## src/rtl/apb_mem_pkg.sv

```systemverilog
// apb_mem_pkg: shared types and sizing helpers for the APB scratch-memory completer.
//   state_t       : completer FSM states (IDLE, ACCESS)
//   idx_w()       : word-index width for a DEPTH-word array (at least 1 bit)
//   ofs_w()       : byte-offset width inside one DATA_W word
//   ERR_CNT_MAX   : saturation value of the error counter
package apb_mem_pkg;

  typedef enum logic {
    IDLE   = 1'b0,
    ACCESS = 1'b1
  } state_t;

  localparam logic [7:0] ERR_CNT_MAX = 8'hFF;

  function automatic int idx_w(input int depth);
    return (depth > 1) ? $clog2(depth) : 1;
  endfunction

  function automatic int ofs_w(input int data_w);
    return $clog2(data_w / 8);
  endfunction

endpackage

```

## src/rtl/apb_mem_array.sv

```systemverilog
// apb_mem_array: DEPTH x DATA_W flop array with per-byte write enables,
// a combinational read port and a synchronous clear on rstn.
// Ports:
//   clk      in  clock, rising edge
//   rstn     in  synchronous active-low clear of every word
//   addr     in  word index shared by the read and write ports
//   byte_we  in  per-byte write enables (bit b writes wdata[8b+7:8b])
//   wdata    in  write data
//   rdata    out combinational read of mem[addr]
module apb_mem_array
  import apb_mem_pkg::*;
#(
  parameter int DATA_W = 32,
  parameter int DEPTH  = 64,
  parameter int IDX_W  = idx_w(DEPTH)
) (
  input  logic                  clk,
  input  logic                  rstn,
  input  logic [IDX_W-1:0]      addr,
  input  logic [DATA_W/8-1:0]   byte_we,
  input  logic [DATA_W-1:0]     wdata,
  output logic [DATA_W-1:0]     rdata
);

  localparam int BYTES = DATA_W / 8;

  logic [DATA_W-1:0] mem [DEPTH];

  // Clear wins over a same-cycle write, so a write caught by reset is dropped.
  always_ff @(posedge clk) begin
    if (!rstn) begin
      for (int w = 0; w < DEPTH; w++) begin
        mem[w] <= '0;
      end
    end else begin
      for (int b = 0; b < BYTES; b++) begin
        if (byte_we[b]) begin
          mem[addr][b*8 +: 8] <= wdata[b*8 +: 8];
        end
      end
    end
  end

  assign rdata = mem[addr];

endmodule

```

## src/rtl/apb_mem_slave.sv

```systemverilog
// apb_mem_slave: APB4 completer backed by a byte-writable flop memory.
// Programmable wait states, pstrb byte-lane writes, error response on
// pslverr for misaligned / out-of-range / read-with-strobe accesses, and a
// saturating count of completed error transfers.
// Optional build macro APB_MEM_PROT_CHK_EN: the upper half of the array is
// secure and non-secure accesses (pprot[1]=1) to it are errored. Without the
// macro pprot is ignored.
// Ports:
//   clk, rstn            clock (rising edge), synchronous active-low reset
//   paddr, pprot         byte address, APB4 protection attributes
//   psel, penable        select, ACCESS phase indicator
//   pwrite, pwdata, pstrb direction, write data, write byte strobes
//   pready               transfer completes this cycle
//   prdata               read data (0 unless an OKAY read completes)
//   pslverr              error response, only with pready
//   err_cnt              saturating count of completed error transfers
module apb_mem_slave
  import apb_mem_pkg::*;
#(
  parameter int ADDR_W      = 16,
  parameter int DATA_W      = 32,
  parameter int DEPTH       = 64,
  parameter int WAIT_STATES = 0
) (
  input  logic                  clk,
  input  logic                  rstn,
  input  logic [ADDR_W-1:0]     paddr,
  input  logic [2:0]            pprot,
  input  logic                  psel,
  input  logic                  penable,
  input  logic                  pwrite,
  input  logic [DATA_W-1:0]     pwdata,
  input  logic [DATA_W/8-1:0]   pstrb,
  output logic                  pready,
  output logic [DATA_W-1:0]     prdata,
  output logic                  pslverr,
  output logic [7:0]            err_cnt
);

  localparam int BYTES = DATA_W / 8;
  localparam int OFS_W = ofs_w(DATA_W);
  localparam int IDX_W = idx_w(DEPTH);

  state_t      state_q, state_d;
  logic [3:0]  cnt_q, cnt_d;
  logic [7:0]  err_cnt_q;

  logic [ADDR_W-1:0] idx_full;
  logic [IDX_W-1:0]  arr_idx;
  logic              misaligned, in_range, rd_strb_err, prot_err, err;
  logic              wr_commit;
  logic [BYTES-1:0]  byte_we;
  logic [DATA_W-1:0] rd_word;

  // Address decode
  assign idx_full    = paddr >> OFS_W;
  assign misaligned  = |(paddr & ADDR_W'(BYTES - 1));
  assign in_range    = {1'b0, idx_full} < (ADDR_W + 1)'(DEPTH);
  assign rd_strb_err = !pwrite && (|pstrb);

`ifdef APB_MEM_PROT_CHK_EN
  logic unused_pprot;
  assign unused_pprot = ^{pprot[2], pprot[0]};
  assign prot_err     = pprot[1] && ({1'b0, idx_full} >= (ADDR_W + 1)'(DEPTH / 2));
`else
  logic unused_pprot;
  assign unused_pprot = ^pprot;
  assign prot_err     = 1'b0;
`endif

  assign err = misaligned || !in_range || rd_strb_err || prot_err;

  // Out-of-range indices are parked on word 0 so the array is never indexed
  // past its end; such accesses are errored and never write or return data.
  assign arr_idx = in_range ? idx_full[IDX_W-1:0] : '0;

  // FSM state register and wait counter
  always_ff @(posedge clk) begin
    if (!rstn) begin
      state_q <= IDLE;
      cnt_q   <= '0;
    end else begin
      state_q <= state_d;
      cnt_q   <= cnt_d;
    end
  end

  always_comb begin
    state_d = state_q;
    cnt_d   = cnt_q;
    unique case (state_q)
      IDLE: begin
        // ACCESS-phase signals without a preceding SETUP are ignored here.
        if (psel && !penable) begin
          state_d = ACCESS;
          cnt_d   = 4'(WAIT_STATES);
        end
      end
      ACCESS: begin
        if (!psel) begin
          state_d = IDLE;
          cnt_d   = '0;
        end else if (cnt_q != '0) begin
          cnt_d = cnt_q - 4'd1;
        end else if (penable) begin
          state_d = IDLE;
        end
      end
      default: begin
        state_d = IDLE;
        cnt_d   = '0;
      end
    endcase
  end

  assign pready = (state_q == ACCESS) && psel && penable && (cnt_q == '0);

  // Completion: write commit, read return, error response
  assign wr_commit = pready && pwrite && !err;
  assign byte_we   = wr_commit ? pstrb : '0;
  assign prdata    = (pready && !pwrite && !err) ? rd_word : '0;
  assign pslverr   = pready && err;

  always_ff @(posedge clk) begin
    if (!rstn) begin
      err_cnt_q <= '0;
    end else if (pslverr && (err_cnt_q != ERR_CNT_MAX)) begin
      err_cnt_q <= err_cnt_q + 8'd1;
    end
  end

  assign err_cnt = err_cnt_q;

  apb_mem_array #(
    .DATA_W (DATA_W),
    .DEPTH  (DEPTH),
    .IDX_W  (IDX_W)
  ) u_array (
    .clk     (clk),
    .rstn    (rstn),
    .addr    (arr_idx),
    .byte_we (byte_we),
    .wdata   (pwdata),
    .rdata   (rd_word)
  );

endmodule
```

## config.mk

```make
export PLATFORM = sky130hd
export DESIGN_NAME = apb_mem_slave
export DESIGN_NICKNAME = d
export VERILOG_FILES = /design/src/rtl/apb_mem_pkg.sv /design/src/rtl/apb_mem_array.sv /design/src/rtl/apb_mem_slave.sv
export SDC_FILE = /design/constraint.sdc
export NUM_CORES = 2
export LEC_CHECK = 0
export CORE_MARGIN = 5
export CORE_UTILIZATION = 40
export DETAILED_ROUTE_END_ITERATION = 10
export SYNTH_ARGS = -nofsm -noshare
export SYNTH_HDL_FRONTEND = slang
export SYNTH_SLANG_ARGS = --single-unit
export TNS_END_PERCENT = 1
```

## constraint.sdc

```tcl
create_clock -name clk -period 4.4 [get_ports clk]
set_clock_uncertainty 0.15 [all_clocks]
set_input_delay 0.88 -clock clk [delete_from_list [all_inputs] [get_ports clk]]
set_output_delay 0.88 -clock clk [all_outputs]
set_load 0.02 [all_outputs]
```

## Word-level counts from Yosys, hierarchy flattened

Memories as Yosys holds them, arrays and structs flattened.
Cells that the tools add are included.

| word-level totals | value |
|---|---|
| output and inout port bits | 42 |
| flip-flop bits (word level) | 13 |
| memories kept | 1 |
| input port bits | 60 |
| bits in writable memories | 2048 |
| memory bits (read-only) | 0 |
| logic and storage cells | 62 |
| bits in latches | 0 |

Memories:

| memory | words | width | rd ports | clocked after Yosys merged registers in | wr ports | RTL line | source |
|---|---|---|---|---|---|---|---|
| u_array.mem | 64 | 32 | 1 | 0 | 64 | apb_mem_array.sv:27 | `logic [DATA_W-1:0] mem [DEPTH];` |

| operators by class | value |
|---|---|
| multipliers | 0 |
| div/mod/pow operators | 0 |
| equality and inequality tests | 3 |
| shift operators | 0 |
| $lt $le $gt $ge | 1 |
| reductions and logical operators | 23 |
| bitwise logic cells | 1 |
| $add $sub $neg | 2 |
| mux-type cells | 28 |

Operator list:

| cell | count |
|---|---|
| $mux W32 | 2 |
| $reduce_or A32 Y1 | 1 |
| $mux W4 | 5 |
| $mux W1 | 17 |
| $lt A14 B7 Y1 const B | 1 |
| $mux W6 | 2 |
| $logic_and A1 B1 Y1 | 11 |
| $add A8 B1 Y8 const B | 1 |
| $ne A8 B8 Y1 const B | 1 |
| $pmux W4 S2 | 1 |
| $logic_not A1 Y1 | 4 |
| $logic_not A4 Y1 | 1 |
| $reduce_bool A4 Y1 | 1 |
| $reduce_or A4 Y1 | 1 |
| $sub A4 B1 Y4 const B | 1 |
| $ne A3 B2 Y1 const B | 1 |
| $logic_or A1 B1 Y1 | 2 |
| $ne A2 B2 Y1 const B | 1 |
| $pmux W1 S2 | 1 |
| $reduce_and A2 Y1 | 1 |
| $reduce_or A2 Y1 | 1 |
| $not A1 Y1 | 1 |

## Depth between registers and ports, before layout

| depth | value |
|---|---|
| depth after elaboration | 12 |
| mapped depth | 11 |
| mapped depth without buffers | 9 |

## Modules after synthesis

A second synthesis with hierarchy kept.

| unflattened totals | value |
|---|---|
| cells, all modules | 7677 |
| area total of the unflattened synthesis | 96508.8 um2 |

By module, submodules not included:

| module | area an instance (um2) | sequential area each (um2) | cells an instance | times used |
|---|---|---|---|---|
| apb_mem_array | 95357.7 | 61499.0 | 7529 | 1 |
| apb_mem_slave | 1151.1 | 260.2 | 148 | 1 |

## Worst setup path before layout

No wires, ideal clock.

| timing path | value |
|---|---|
| kind | input to output |
| start point | input paddr[14] |
| end point | output prdata[9] |
| buffers on the path | 3 |
| cell stages on the path | 8 |
| slack | -0.369 ns |
| data required time | 3.370 ns |
| arrival | 3.739 ns |
| cells stage by stage | or4_1 > clkbuf_1 > or4_1 > buf_2 > nor4_1 > buf_2 > o221ai_1 > a2111oi_0 |

| on the way | value |
|---|---|
| longest elaborated chain between the ends | 7 |
| elaborated cells between the ends (all ways) | 9 |
| those cells by class | order compare: 1; mux: 2; reduce/logical: 5; memory: 1 |

Ends and longest elaborated chain:

| element | RTL line | source |
|---|---|---|
| start, declared | apb_mem_slave.sv:27 | `input logic [ADDR_W-1:0] paddr,` |
| $lt A14 B7 Y1 * | apb_mem_slave.sv:58 | `assign in_range = {1'b0, idx_full} < (ADDR_W + 1)'(DEPTH);` |
| parallel branches: the longest is 5 deep, another holds $mem_v2 Z64 W32 | n/a |  |
| $mux W32 * | apb_mem_slave.sv:121 | `assign prdata = (pready && !pwrite && !err) ? rd_word : '0;` |
| end, declared | apb_mem_slave.sv:35 | `output logic [DATA_W-1:0] prdata,` |

Every way passes the cells marked *.

## Worst setup path after layout

| timing path | value |
|---|---|
| start point | input paddr[2] |
| end point | output prdata[27] |

| on the way | value |
|---|---|
| longest elaborated chain between the ends | 7 |
| elaborated cells between the ends (all ways) | 9 |
| those cells by class | order compare: 1; mux: 2; reduce/logical: 5; memory: 1 |

Ends and longest elaborated chain:

| element | RTL line |
|---|---|
| parallel branches: the longest is 6 deep, another holds $mem_v2 Z64 W32 | n/a |
| $mux W32 * | apb_mem_slave.sv:121 |

Marked as above.

==> impl_metrics.csv <==
group,metric,value,unit
yosys,synth_cell_type_count,76,
timing,fin_ws,-0.777,ns
yosys,synth-warning-count,0,
clocking,cts_buffers,215,
global_route,grt_use_met1,44.9,%
power,total_power,43.3,mW
setup_path,crit_chain,"buf_12 -> buf_12 -> buf_16 -> buf_6 -> nor2b_4 -> buf_4 -> buf_4 -> nand2b_1 -> a21oi_1 -> nor4_2 -> buf_4 -> o22ai_1 -> nor4_4 -> buf_4 -> buf_12",
setup_path,setup.worst_path.start_class,"primary input",
global_route,busiest_layer,"met2",
global_route,gr-usage-met2,49.6,%
clocking,cts_tree,"yes",
setup_path,worstPathArrival,4.15,ns
timing,fin_crit,5.18,ns
drt,dr.pass1.iters,8,
timing,timing.final.hold_violations,0,
drt,wl_per_cell,36.8,um
yosys,ys_async_sr_fraction,0,%
placed_design,dpl.hpwl,306000,um
clocking,cts-root-buf,"clkbuf_16",
power,p_per_area,375,nW/um^2
yosys,synth_seq_cells,2061,
clocking,postCtsHoldBufs,0,
global_route,grt_overflow,0,
timing,setup_violations,32,
yosys,synth_top_family_by_area,"simple AND/OR/NAND/NOR gates",
hold_path,worstHoldPathType,"flop to flop",
finish,design_area,115000,um^2
global_route,grt_use_met3,13.4,%
setup_path,crit_top_cell,"buf_4",
setup_path,crit_buf_inv,9,
timing,slew_headroom,38.4,%
yosys,synth_compound_area_share,10.6,%
clocking,clk_latency,0.90,ns
setup_path,required,3.37,ns
yosys,synthMuxAreaShare,4.52,%
drt,num_vias,75500,
yosys,yosysSeqAreaShare,68.9,%
global_route,grt_pass1_wl,580000,um
setup_path,r2r_slack,1.08,ns
setup_path,critical_path.slowest_cell,"nor4_4",
finish,finish.utilization,51.9,%
status,status,"complete, but fails checks",
drt,drc,0,
yosys,synthesis.nets,7381,
yosys,synth_flop_cell,"edfxtp_1",
setup_path,rr_startpoint,"cnt_q[0]$_SDFFE_PN0P_",
floorplanning,die_h,483,um
clocking,cts_max_level,4,
timing,maxSlewViolCount,0,
global_route,grt_max_degree,127,
setup_path,critPathKind,"primary input to output pin",
flow_run,maxCapViolCount,0,
setup_path,cp_top_family,"buffers and inverters",
clocking,numClockSinks,2061,
floorplanning,die_x,483,um
floorplanning,io_pins,102,
clocking,path_clk_slew,0.06,ns
floorplanning,core,223000,um^2
finish,syn_to_final_growth,28.9,%
yosys,synthCells,7319,
placed_design,port_buffers,98,
finish,fin_cells,11700,
drt,drt-initial-drc-count,14800,
clocking,clockBufferDepth,3,
timing,period_share,118,%
yosys,synth.avg_cell_area,12.2,um^2
power,p_leak,40.8,nW
floorplanning,initial_core_util,40.3,%
drt,final_antenna_net_count,0,
global_route,first_global_vias,70500,
yosys,synth_area,89600,um^2
yosys,synthSimpleGateAreaFrac,12.3,%
yosys,synthXorXnorAreaFrac,0.0880,%
drt,finalWirelength,431000,um
placed_design,gp_congestion,1.08,
drt,via_per_inst,6.45,
global_route,grt_use_total,35.6,%
floorplanning,rows,173,
finish,drive_above_1_share,27.9,%
setup_path,endpoint_kind,"output pin",
setup_path,slowest_delay,0.66,ns
timing,worstMarginPinSlew,0.924,ns
floorplanning,dieArea,234000,um^2
global_route,antenna_found_initial,30,
hold_path,min_from,"err_cnt[1]$_SDFFE_PN0P_",
finish,nets,8584,
timing,tns,-18.17,ns
status,violations,"negative setup slack",
timing,rsz0062_at_grt,"true",
power,irDropWorstVdd,0.419,mV
yosys,synth_adder_area_share,0.0279,%
yosys,synth-edff-count,2048,
timing,max_freq,0.193,GHz
setup_path,path_max_fanout,16,
placed_design,place_area,106000,um^2
finish,fillers,19200,
placed_design,dp_cells,11200,
setup_path,setup.worst_path.start,"paddr[2]",
[layout make-up]
| type | count | area, um^2 | area share (%) |
|---|---|---|---|
| clock inverter | 125 | 1160 | 1.00 |
| sequential | 2061 | 61800 | 53.5 |
| inverter | 19 | 73.8 | 0.0639 |
| multi-input combinational | 4481 | 26200 | 22.7 |
| timing repair buffer | 1744 | 16800 | 14.5 |
| antenna | 23 | 57.6 | 0.0498 |
| tap | 2975 | 3720 | 3.22 |
| clock buffer | 274 | 5700 | 4.93 |
[worst reg2reg max path: cells and delay by family, from the launching register on]
family	cells	cell delay [ns]
simple gates	4	0.71
buf+inv	6	1.09
fa+ha+maj	1	0.18
compound gates	1	0.56
flops	1	0.34
[flip-flops by register name (all words and copies together), names as in the netlist]
name         count
state_q          1
u_array.mem   2048
cnt_q            4
err_cnt          8
[stage by stage]
stage	hold WS (ns)	worst slack, ns
after floorplan	0.335	-0.132
after global placement	0.350	-2.44
after detailed placement	0.374	-2.00
after CTS	0.411	-0.630
after global routing	0.476	-0.665
final	0.439	-0.777
[cell usage in the layout, fill, tap and decap left out, types with 69 or more instances in the layout]
| master | instances |
|---|---|
| o21ai_0 | 317 |
| nor2_1 | 2177 |
| a21oi_1 | 69 |
| edfxtp_1 | 2048 |
| o22ai_1 | 507 |
| nand2_1 | 107 |
| buf_4 | 1375 |
| mux2i_1 | 192 |
| clkbuf_16 | 218 |
| mux2_2 | 174 |
| buf_12 | 222 |
[layer usage]
metal  vias up  wire length [um]
met1     37400            146000
li1      29500                 -
met2      6956            175000
met5         -               270
met4        10             42200
met3      1677             66900
[synth_stat cells, types with 37 or more instances]
cell type / number / area (um^2)
a211oi_1: 72 / 541
a21oi_1: 78 / 390
a2bb2oi_1: 47 / 412
buf_1: 44 / 165
buf_2: 151 / 756
clkbuf_1: 558 / 2090
edfxtp_1: 2048 / 61500
mux2_2: 174 / 1960
mux2i_1: 193 / 1930
nand2_1: 127 / 477
nor2_1: 2180 / 8180
nor2b_1: 42 / 263
nor3_1: 69 / 345
o21ai_0: 324 / 1620
o221ai_1: 74 / 648
o22a_1: 37 / 324
o22ai_1: 529 / 3310
[what timing repair did]
item | 4_1_cts | 5_1_grt
resized for setup | 290 | 55
setup buffers | 40 | 5
endpoints found under the hold margin | 0 | 0
pin swaps | 53 | 29
cloned | 11 | 0
setup endpoints to repair | 33 | 32
[kinds of logic after synthesis]
family          Yosys count
simple gates           2664
flops                  2061
compound gates         1432
buf+inv                 777
mux                     374
xor+xnor                  9
fa+ha+maj                 2
[power by group]
part / internal [mW] / switching, mW / total [mW]
clock network: 10.1 / 8.05 / 18.1
logic: 0.999 / 1.80 / 2.79
registers: 22.1 / 0.232 / 22.4
total: 33.2 / 10.1 / 43.3
[final timing paths]
check                                      end  cells after the start
min reg2reg            err_cnt[1]$_SDFFE_PN0P_                      2
min                    err_cnt[1]$_SDFFE_PN0P_                      2
max                                 prdata[27]                     15
max reg2reg  u_array.mem[24][30]$_SDFFCE_PN0P_                     12
Power figures use the tool's default switching activity.
